### src/rtl/alu_serial_pkg.sv
// -----------------------------------------------------------------------------
// alu_serial_pkg
// Shared encodings for the bit-serial ALU:
//   OP_AND/OP_OR/OP_XOR/OP_ADD : 2-bit opcode values, which are also the
//                                select values of the output 4:1 mux
//   ST_IDLE/ST_RUN/ST_DONE     : FSM state encodings
//   maj3()                     : full-adder carry (majority of three bits)
// -----------------------------------------------------------------------------
package alu_serial_pkg;

    localparam logic [1:0] OP_AND = 2'b00;
    localparam logic [1:0] OP_OR  = 2'b01;
    localparam logic [1:0] OP_XOR = 2'b10;
    localparam logic [1:0] OP_ADD = 2'b11;

    localparam logic [1:0] ST_IDLE = 2'd0;
    localparam logic [1:0] ST_RUN  = 2'd1;
    localparam logic [1:0] ST_DONE = 2'd2;

    function automatic logic maj3(input logic x, input logic y, input logic z);
        return (x & y) | (x & z) | (y & z);
    endfunction

endpackage

### src/rtl/mux4_1.sv
// -----------------------------------------------------------------------------
// mux4_1
// 1-bit 4:1 multiplexer.
//   a, b, c, d : data inputs, selected by S = 00, 01, 10, 11
//   S          : 2-bit select
//   out        : selected bit
// -----------------------------------------------------------------------------
module mux4_1 (
    input  logic       a,
    input  logic       b,
    input  logic       c,
    input  logic       d,
    input  logic [1:0] S,
    output logic       out
);

    always_comb begin
        case (S)
            2'b00:   out = a;
            2'b01:   out = b;
            2'b10:   out = c;
            default: out = d;
        endcase
    end

endmodule

### src/rtl/alu_serial.sv
// -----------------------------------------------------------------------------
// alu_serial
// Bit-serial WIDTH-bit ALU. Operands are consumed LSB-first, one bit per clock,
// through 1-bit AND/OR/XOR/full-adder slices; mux4_1 picks the slice given by
// the latched opcode and its output is shifted into the result MSB.
//
// Ports:
//   clk, rst_n : clock, asynchronous active-low reset
//   start      : request, sampled only in IDLE
//   op         : 00 AND, 01 OR, 10 XOR, 11 ADD
//   a, b       : operands, latched at accept
//   sub        : subtract select for ADD (only with ALU_SERIAL_SUB_EN)
//   busy       : high while bits are being processed
//   done       : one-cycle pulse, result/carry/zero valid
//   result     : final result (held until next accept)
//   carry      : ADD carry-out (NOT borrow when subtracting), 0 for logic ops
//   zero       : result == 0
//
// Build option: define ALU_SERIAL_SUB_EN to add the sub port and A-B support.
// -----------------------------------------------------------------------------
module alu_serial
    import alu_serial_pkg::*;
#(
    parameter int WIDTH = 8
) (
    input  logic             clk,
    input  logic             rst_n,
    input  logic             start,
    input  logic [1:0]       op,
    input  logic [WIDTH-1:0] a,
    input  logic [WIDTH-1:0] b,
`ifdef ALU_SERIAL_SUB_EN
    input  logic             sub,
`endif
    output logic             busy,
    output logic             done,
    output logic [WIDTH-1:0] result,
    output logic             carry,
    output logic             zero
);

    localparam int CW = $clog2(WIDTH);
    localparam logic [CW-1:0] CNT_LAST = CW'(WIDTH - 1);

    logic [1:0]       state;
    logic [WIDTH-1:0] sa, sb;
    logic [1:0]       sop;
    logic             cf;
    logic [CW-1:0]    cnt;

    logic             x, y, bit_out, cf_nxt, sub_acc;
    logic [WIDTH-1:0] res_nxt;

    assign x = sa[0];
    assign y = sb[0];

    mux4_1 u_mux (
        .a   (x & y),
        .b   (x | y),
        .c   (x ^ y),
        .d   (x ^ y ^ cf),
        .S   (sop),
        .out (bit_out)
    );

    assign res_nxt = {bit_out, result[WIDTH-1:1]};
    // Carry chain only runs for ADD; logic ops keep cf at its cleared value.
    assign cf_nxt  = (sop == OP_ADD) ? maj3(x, y, cf) : 1'b0;

    // Subtract = A + ~B + 1: invert B and preload the carry at accept.
`ifdef ALU_SERIAL_SUB_EN
    assign sub_acc = sub && (op == OP_ADD);
`else
    assign sub_acc = 1'b0;
`endif

    assign busy = (state == ST_RUN);
    assign done = (state == ST_DONE);

    always_ff @(posedge clk or negedge rst_n) begin
        if (!rst_n) begin
            state  <= ST_IDLE;
            sa     <= '0;
            sb     <= '0;
            sop    <= OP_AND;
            cf     <= 1'b0;
            cnt    <= '0;
            result <= '0;
            carry  <= 1'b0;
            zero   <= 1'b0;
        end else begin
            case (state)
                ST_IDLE: begin
                    if (start) begin
                        state  <= ST_RUN;
                        sa     <= a;
                        sb     <= sub_acc ? ~b : b;
                        sop    <= op;
                        cf     <= sub_acc;
                        cnt    <= '0;
                        result <= '0;
                        carry  <= 1'b0;
                        zero   <= 1'b0;
                    end
                end
                ST_RUN: begin
                    result <= res_nxt;
                    sa     <= sa >> 1;
                    sb     <= sb >> 1;
                    cf     <= cf_nxt;
                    cnt    <= cnt + CW'(1);
                    // Flags are captured from the final bit's next-state values.
                    if (cnt == CNT_LAST) begin
                        state <= ST_DONE;
                        carry <= cf_nxt;
                        zero  <= (res_nxt == '0);
                    end
                end
                ST_DONE: state <= ST_IDLE;
                default: state <= ST_IDLE;
            endcase
        end
    end

endmodule

### config.mk
export PLATFORM = sky130hd
export DESIGN_NAME = alu_serial
export DESIGN_NICKNAME = d
export VERILOG_FILES = /design/src/rtl/alu_serial_pkg.sv /design/src/rtl/mux4_1.sv /design/src/rtl/alu_serial.sv
export SDC_FILE = /design/constraint.sdc
export NUM_CORES = 1
export LEC_CHECK = 0
export CAP_MARGIN = 20
export CORE_ASPECT_RATIO = 2
export CORE_MARGIN = 2
export CORE_UTILIZATION = 45
export CTS_CLUSTER_SIZE = 8
export DETAILED_ROUTE_END_ITERATION = 8
export PLACE_DENSITY = 0.71
export SYNTH_ARGS = -nofsm -noshare
export SYNTH_HDL_FRONTEND = slang
export SYNTH_HIERARCHICAL = 1
export SYNTH_SLANG_ARGS = --single-unit
### constraint.sdc
create_clock -name clk -period 2.85 [get_ports clk]
set_input_delay 0.285 -clock clk [delete_from_list [all_inputs] [get_ports clk]]
set_output_delay 0.285 -clock clk [all_outputs]
set_load 0.05 [all_outputs]
# Word-level counts from Yosys, hierarchy flattened
# Index checks and enable logic that the tools add are counted.
totals:
  regBits: 34
  input_bits: 21
  output_inout_bits: 12
  elab_cells: 53
op_classes:
  add_sub_neg: 1
  eq_ne: 8
  n_mux: 19
  bitwise_logic: 8
  n_reduce_logical: 8
op_table:
  columns: ["op", "count"]
  rows:
  - ["$pmux 8 s2", 3]
  - ["$mux 8", 3]
  - ["$logic_not 8->1", 1]
  - ["$eq 2x2->1 const B", 3]
  - ["$pmux 1 s2", 3]
  - ["$pmux 3 s2", 1]
  - ["$reduce_and 2->1", 3]
  - ["$eq 2x1->1 const B", 2]
  - ["$logic_not 2->1", 2]
  - ["$mux 1", 4]
  - ["$mux 2", 2]
  - ["$pmux 2 s2", 1]
  - ["$add 3x1->3 const B", 1]
  - ["$and 1x1->1", 3]
  - ["$eq 3x3->1 const B", 1]
  - ["$mux 3", 1]
  - ["$or 1x1->1", 3]
  - ["$pmux 1 s3", 1]
  - ["$reduce_and 3->1", 1]
  - ["$ne 2x1->1 const B", 1]
  - ["$ne 2x2->1 const B", 1]
  - ["$reduce_bool 2->1", 1]
  - ["$xor 1x1->1", 2]

# Longest topological paths before layout
depth:
  depth_word: 6
  depth_mapped: 7
  ltp_nobuf: 7

# Modules after synthesis
# Netlist, hierarchy kept.
by_module_without_submodules:
  columns: ["module", "n_inst", "cells_per_inst", "area_per_inst_um2", "seq_area_each_um2"]
  rows:
  - ["alu_serial", 1, 138, 1627.8, 850.8]
  - ["mux4_1", 1, 1, 22.5, 0.0]

# Worst setup path after synthesis
# Ideal clock, no wire load.
synth_timing:
  path_type: "register to register"
  from: "register sa[0]"
  to: "register zero"
  setup_ns: 0.074
  arrival_time_ns: 1.847
  required_ns: 2.776
  slack_ns: 0.929
  path_stages_with_launch: 8
  n_path_buf: 0
  period_less_slack_ns: 1.921
  cell_sequence: "dfrtp_1 -> inv_1 -> fa_1 -> inv_1 -> mux4_2 -> nor4_1 -> nand4_2 -> o21ai_2"
synth_between:
  elab_chain_len: 6
  elab_cells_between_ends: 8
  classes_between: "3 x mux; 4 x bitwise; 1 x reduce/logical"
synth_rtl:
  columns: ["item", "line_no", "source"]
  rows:
  - ["from (decl)", "alu_serial.sv:46", "logic [WIDTH-1:0] sa, sb;"]
  - ["from (signal assigned)", "alu_serial.sv:108", "sa <= sa >> 1;"]
  - ["$xor 1x1->1", "alu_serial.sv:60, alu_serial.sv:61", null]
  - ["$xor 1x1->1", "alu_serial.sv:61", ".d (x ^ y ^ cf),"]
  - ["$pmux 1 s3 (*)", "mux4_1.sv:18", "case (S)"]
  - ["via bit_out", "alu_serial.sv:51", "logic x, y, bit_out, cf_nxt, sub_acc;"]
  - ["$logic_not 8->1 (*)", "alu_serial.sv:116", "zero <= (res_nxt == '0);"]
  - ["$mux 1 (*)", "alu_serial.sv:113", "if (cnt == CNT_LAST) begin"]
  - ["$pmux 1 s2 (*)", "alu_serial.sv:92", "case (state)"]
  - ["to (signal assigned)", "alu_serial.sv:116", null]
  - ["to (decl)", "alu_serial.sv:39", "output logic zero"]
# The timed path passes the listed nets; every way through them passes the cells marked *. The select of a mux whose other input is x is not followed.
# A chain may end at the register's enable or synchronous reset.

# Worst setup path in the final report
layout_timing:
  from: "register state[0]"
  to: "output busy"
layout_between:
  elab_chain_len: 1
layout_rtl:
  columns: ["item", "line_no", "source"]
  rows:
  - ["from (decl)", "alu_serial.sv:45", "logic [1:0] state;"]
  - ["from (signal assigned)", "alu_serial.sv:82", "state <= ST_IDLE;"]
  - ["from (signal assigned)", "alu_serial.sv:95", "state <= ST_RUN;"]
  - ["from (signal assigned)", "alu_serial.sv:114", "state <= ST_DONE;"]
  - ["$eq 2x1->1", "alu_serial.sv:77", "assign busy = (state == ST_RUN);"]
  - ["to (decl)", "alu_serial.sv:35", "output logic busy,"]
# No other way between the ends.

==> results.json <==
{
  "ys_ff_latch": 34,
  "finalCriticalPeriod_ps": 2155,
  "root_buffer": "clkbuf_8",
  "crit_fanout": 10,
  "place.gp.congestion": 0.7449,
  "final_max_slew_viol_count": 0,
  "antenna_found_initial": 0,
  "crit_type": "reg2out",
  "start_util": 0.4625,
  "die-area_mm2": 0.004197,
  "setup.worst_path.end": "busy",
  "ys_seq_area_frac": 0.5155,
  "rsz0062_at_grt": "false",
  "ys_types": 28,
  "finalCritPeriodShare": 0.7560,
  "clkTransAtPathRegs_ps": 70,
  "synth_nets": 165,
  "synth_area_per_cell_um2": 11.87,
  "holdBufCountCts": 0,
  "wirelength_mm": 3.052,
  "required_ps": 2570,
  "row_count": 31,
  "ctsResizeCount": 0,
  "cts_max_path_buffers": 2,
  "antennaDiodeCount": 0,
  "dp_slack_ps": 819.9,
  "r2r_cells": 7,
  "cp-start-kind": "register",
  "fin_util": 0.5761,
  "cp-end-kind": "output pin",
  "grt_max_degree": 39,
  "ioPinCount": 33,
  "grt_overflow": 0,
  "core_mm2": 0.003568,
  "ir_worst_vdd_mv": 0.6088,
  "r2r_start": "sa[0]$_DFFE_PN0P_",
  "port-buffer-count": 32,
  "tritoncts": "done",
  "post-cts-setup-buffers": 0,
  "setup_violations": 0,
  "ys_warn_count": 6,
  "max-cap-violations": 0,
  "syn_to_final_growth_pct": 24.56,
  "hpwl_mm": 2.179,
  "drtIter0Drc": 18,
  "reg2reg_to": "zero$_DFFE_PN0P_",
  "setup_tns_ps": 0,
  "cts_buffers": 5,
  "p_per_area_mw_per_mm2": 1134,
  "nNetsFinal": 197,
  "arrival_ps": 1870,
  "hold_violations": 0,
  "final.fill_count": 338,
  "status": "finished clean",
  "fmax_ghz": 0.4641,
  "fp.dieW_um": 46.82,
  "leakagePower_nw": 0.9431,
  "layout_common_cells": "dfrtp_1, clkdlybuf4s50_1, nand2_1",
  "relSlewSlack": 0.4854,
  "cts_num_sinks": 34,
  "layout-drive-gt1-share": 0.09884,
  "skew_ps": 14.21,
  "drc": 0,
  "clk_latency_ps": 290,
  "syn_inst": 139,
  "grt_pass1_wl_mm": 5.092,
  "final_common_cell": "dfrtp_1",
  "track_usage": 0.1709,
  "avgViaCountPerCell": 5.131,
  "rrSetupSlack_ps": 810,
  "worst_slack_ps": 695.3,
  "hold_ws_ps": 402.4,
  "wl_per_cell_um": 13.81,
  "detail-route-antenna-nets": 0,
  "worst_slew_pin_slew_ps": 769.9,
  "chipHeight_um": 89.64,
  "synth_area_mm2": 0.001650,
  "htreeDepth": 2,
  "vias": 1134,
  "first_global_vias": 1165,
  "crit_start": "state[0]$_DFFE_PN0P_",
  "hold_path.class": "in2async",
  "drt-pass1-iter-count": 4
}
==> metrics by stage <==
| step | power, mW | instances | area [um2] |
|---|---|---|---|
| floorplan | 1.713 | 139 | 1650 |
| global placement | 1.877 | 213 | 1949 |
| detailed placement | 1.927 | 213 | 1949 |
| CTS | 2.368 | 221 | 2056 |
| global route | 2.510 | 221 | 2056 |
| finish | 2.332 | 221 | 2056 |
==> routing by layer <==
metal / track usage / up-vias / wire length (um)
li1: - / 545 / -
met1: 0.1816 / 551 / 1174
met2: 0.2989 / 29 / 1710
met3: 0.04800 / 9 / 107
met4: 0.07576 / 0 / 59
met5: 0 / - / 0
==> cells in the mapped netlist, drive strengths merged <==
cell type  instances  area (um2)
nand2             18       67.56
a22oi              1       7.510
nor2b              5       46.30
o21bai             1       18.77
nor4               2       12.51
inv                7       26.28
dfrtp             34       850.8
nand2b             2       12.51
mux2               3       33.78
mux4               1       22.52
fa                 1       20.02
and2b              2       15.01
buf                9       97.59
nand4b             1       8.760
o21ai             17       88.84
and2               1       6.260
a21oi              5       25.02
ha                 4       50.05
nand4              1       12.51
mux2i             14       140.1
a22o              10       87.58
==> critical path: stages (launching register included) <==
cell             delay (ps)
dfrtp_1                 550
nor2b_4                 220
clkdlybuf4s50_1         810
==> layout make-up <==
class	instances	area (um2)	area share
inverter	7	26.28	0.01278
timing repair buffer	34	335.3	0.1631
sequential	34	850.8	0.4139
tap	49	61.31	0.02982
multi-input combinational	89	675.6	0.3287
clock inverter	1	30.03	0.01461
clock buffer	7	76.32	0.03713
==> power by group <==
group	leakage, nW	switching [mW]	total, mW	internal (mW)
clock	0.0524	0.168	0.429	0.262
sequential	0.435	0.169	0.858	0.689
combinational	0.456	0.584	1.05	0.461
total	0.943	0.920	2.33	1.41
==> worst min path at each step <==
| stage | start | to | slack (ps) |
|---|---|---|---|
| floorplan | rst_n | carry$_DFFE_PN0P_ | -10 |
| global placement | cf$_DFFE_PN0P_ | cf$_DFFE_PN0P_ | 460 |
| finish | rst_n | result[3]$_DFFE_PN0P_ | 400 |
| CTS | rst_n | result[3]$_DFFE_PN0P_ | 410 |
| detailed placement | cf$_DFFE_PN0P_ | cf$_DFFE_PN0P_ | 470 |
| global route | rst_n | result[5]$_DFFE_PN0P_ | 440 |
==> sequential cells by signal (all words and copies together), names as in the netlist <==
register and cells:
result 8, sb 8, zero 1, sa 8, carry 1, state 2, cnt 3, cf 1
sop 2
==> kinds of logic (layout without fill, tap and decap cells) <==
group	count (synthesis)	count (layout)	synth area share
adder cells (fa/ha/maj)	5	5	0.04246
buffers and inverters	16	49	0.07506
flip-flops	34	34	0.5155
AO/OA/AOI/OAI	34	34	0.1380
AND/OR/NAND/NOR	32	32	0.1099
multiplexers	18	18	0.1190
Power figures use the tool's default switching activity.
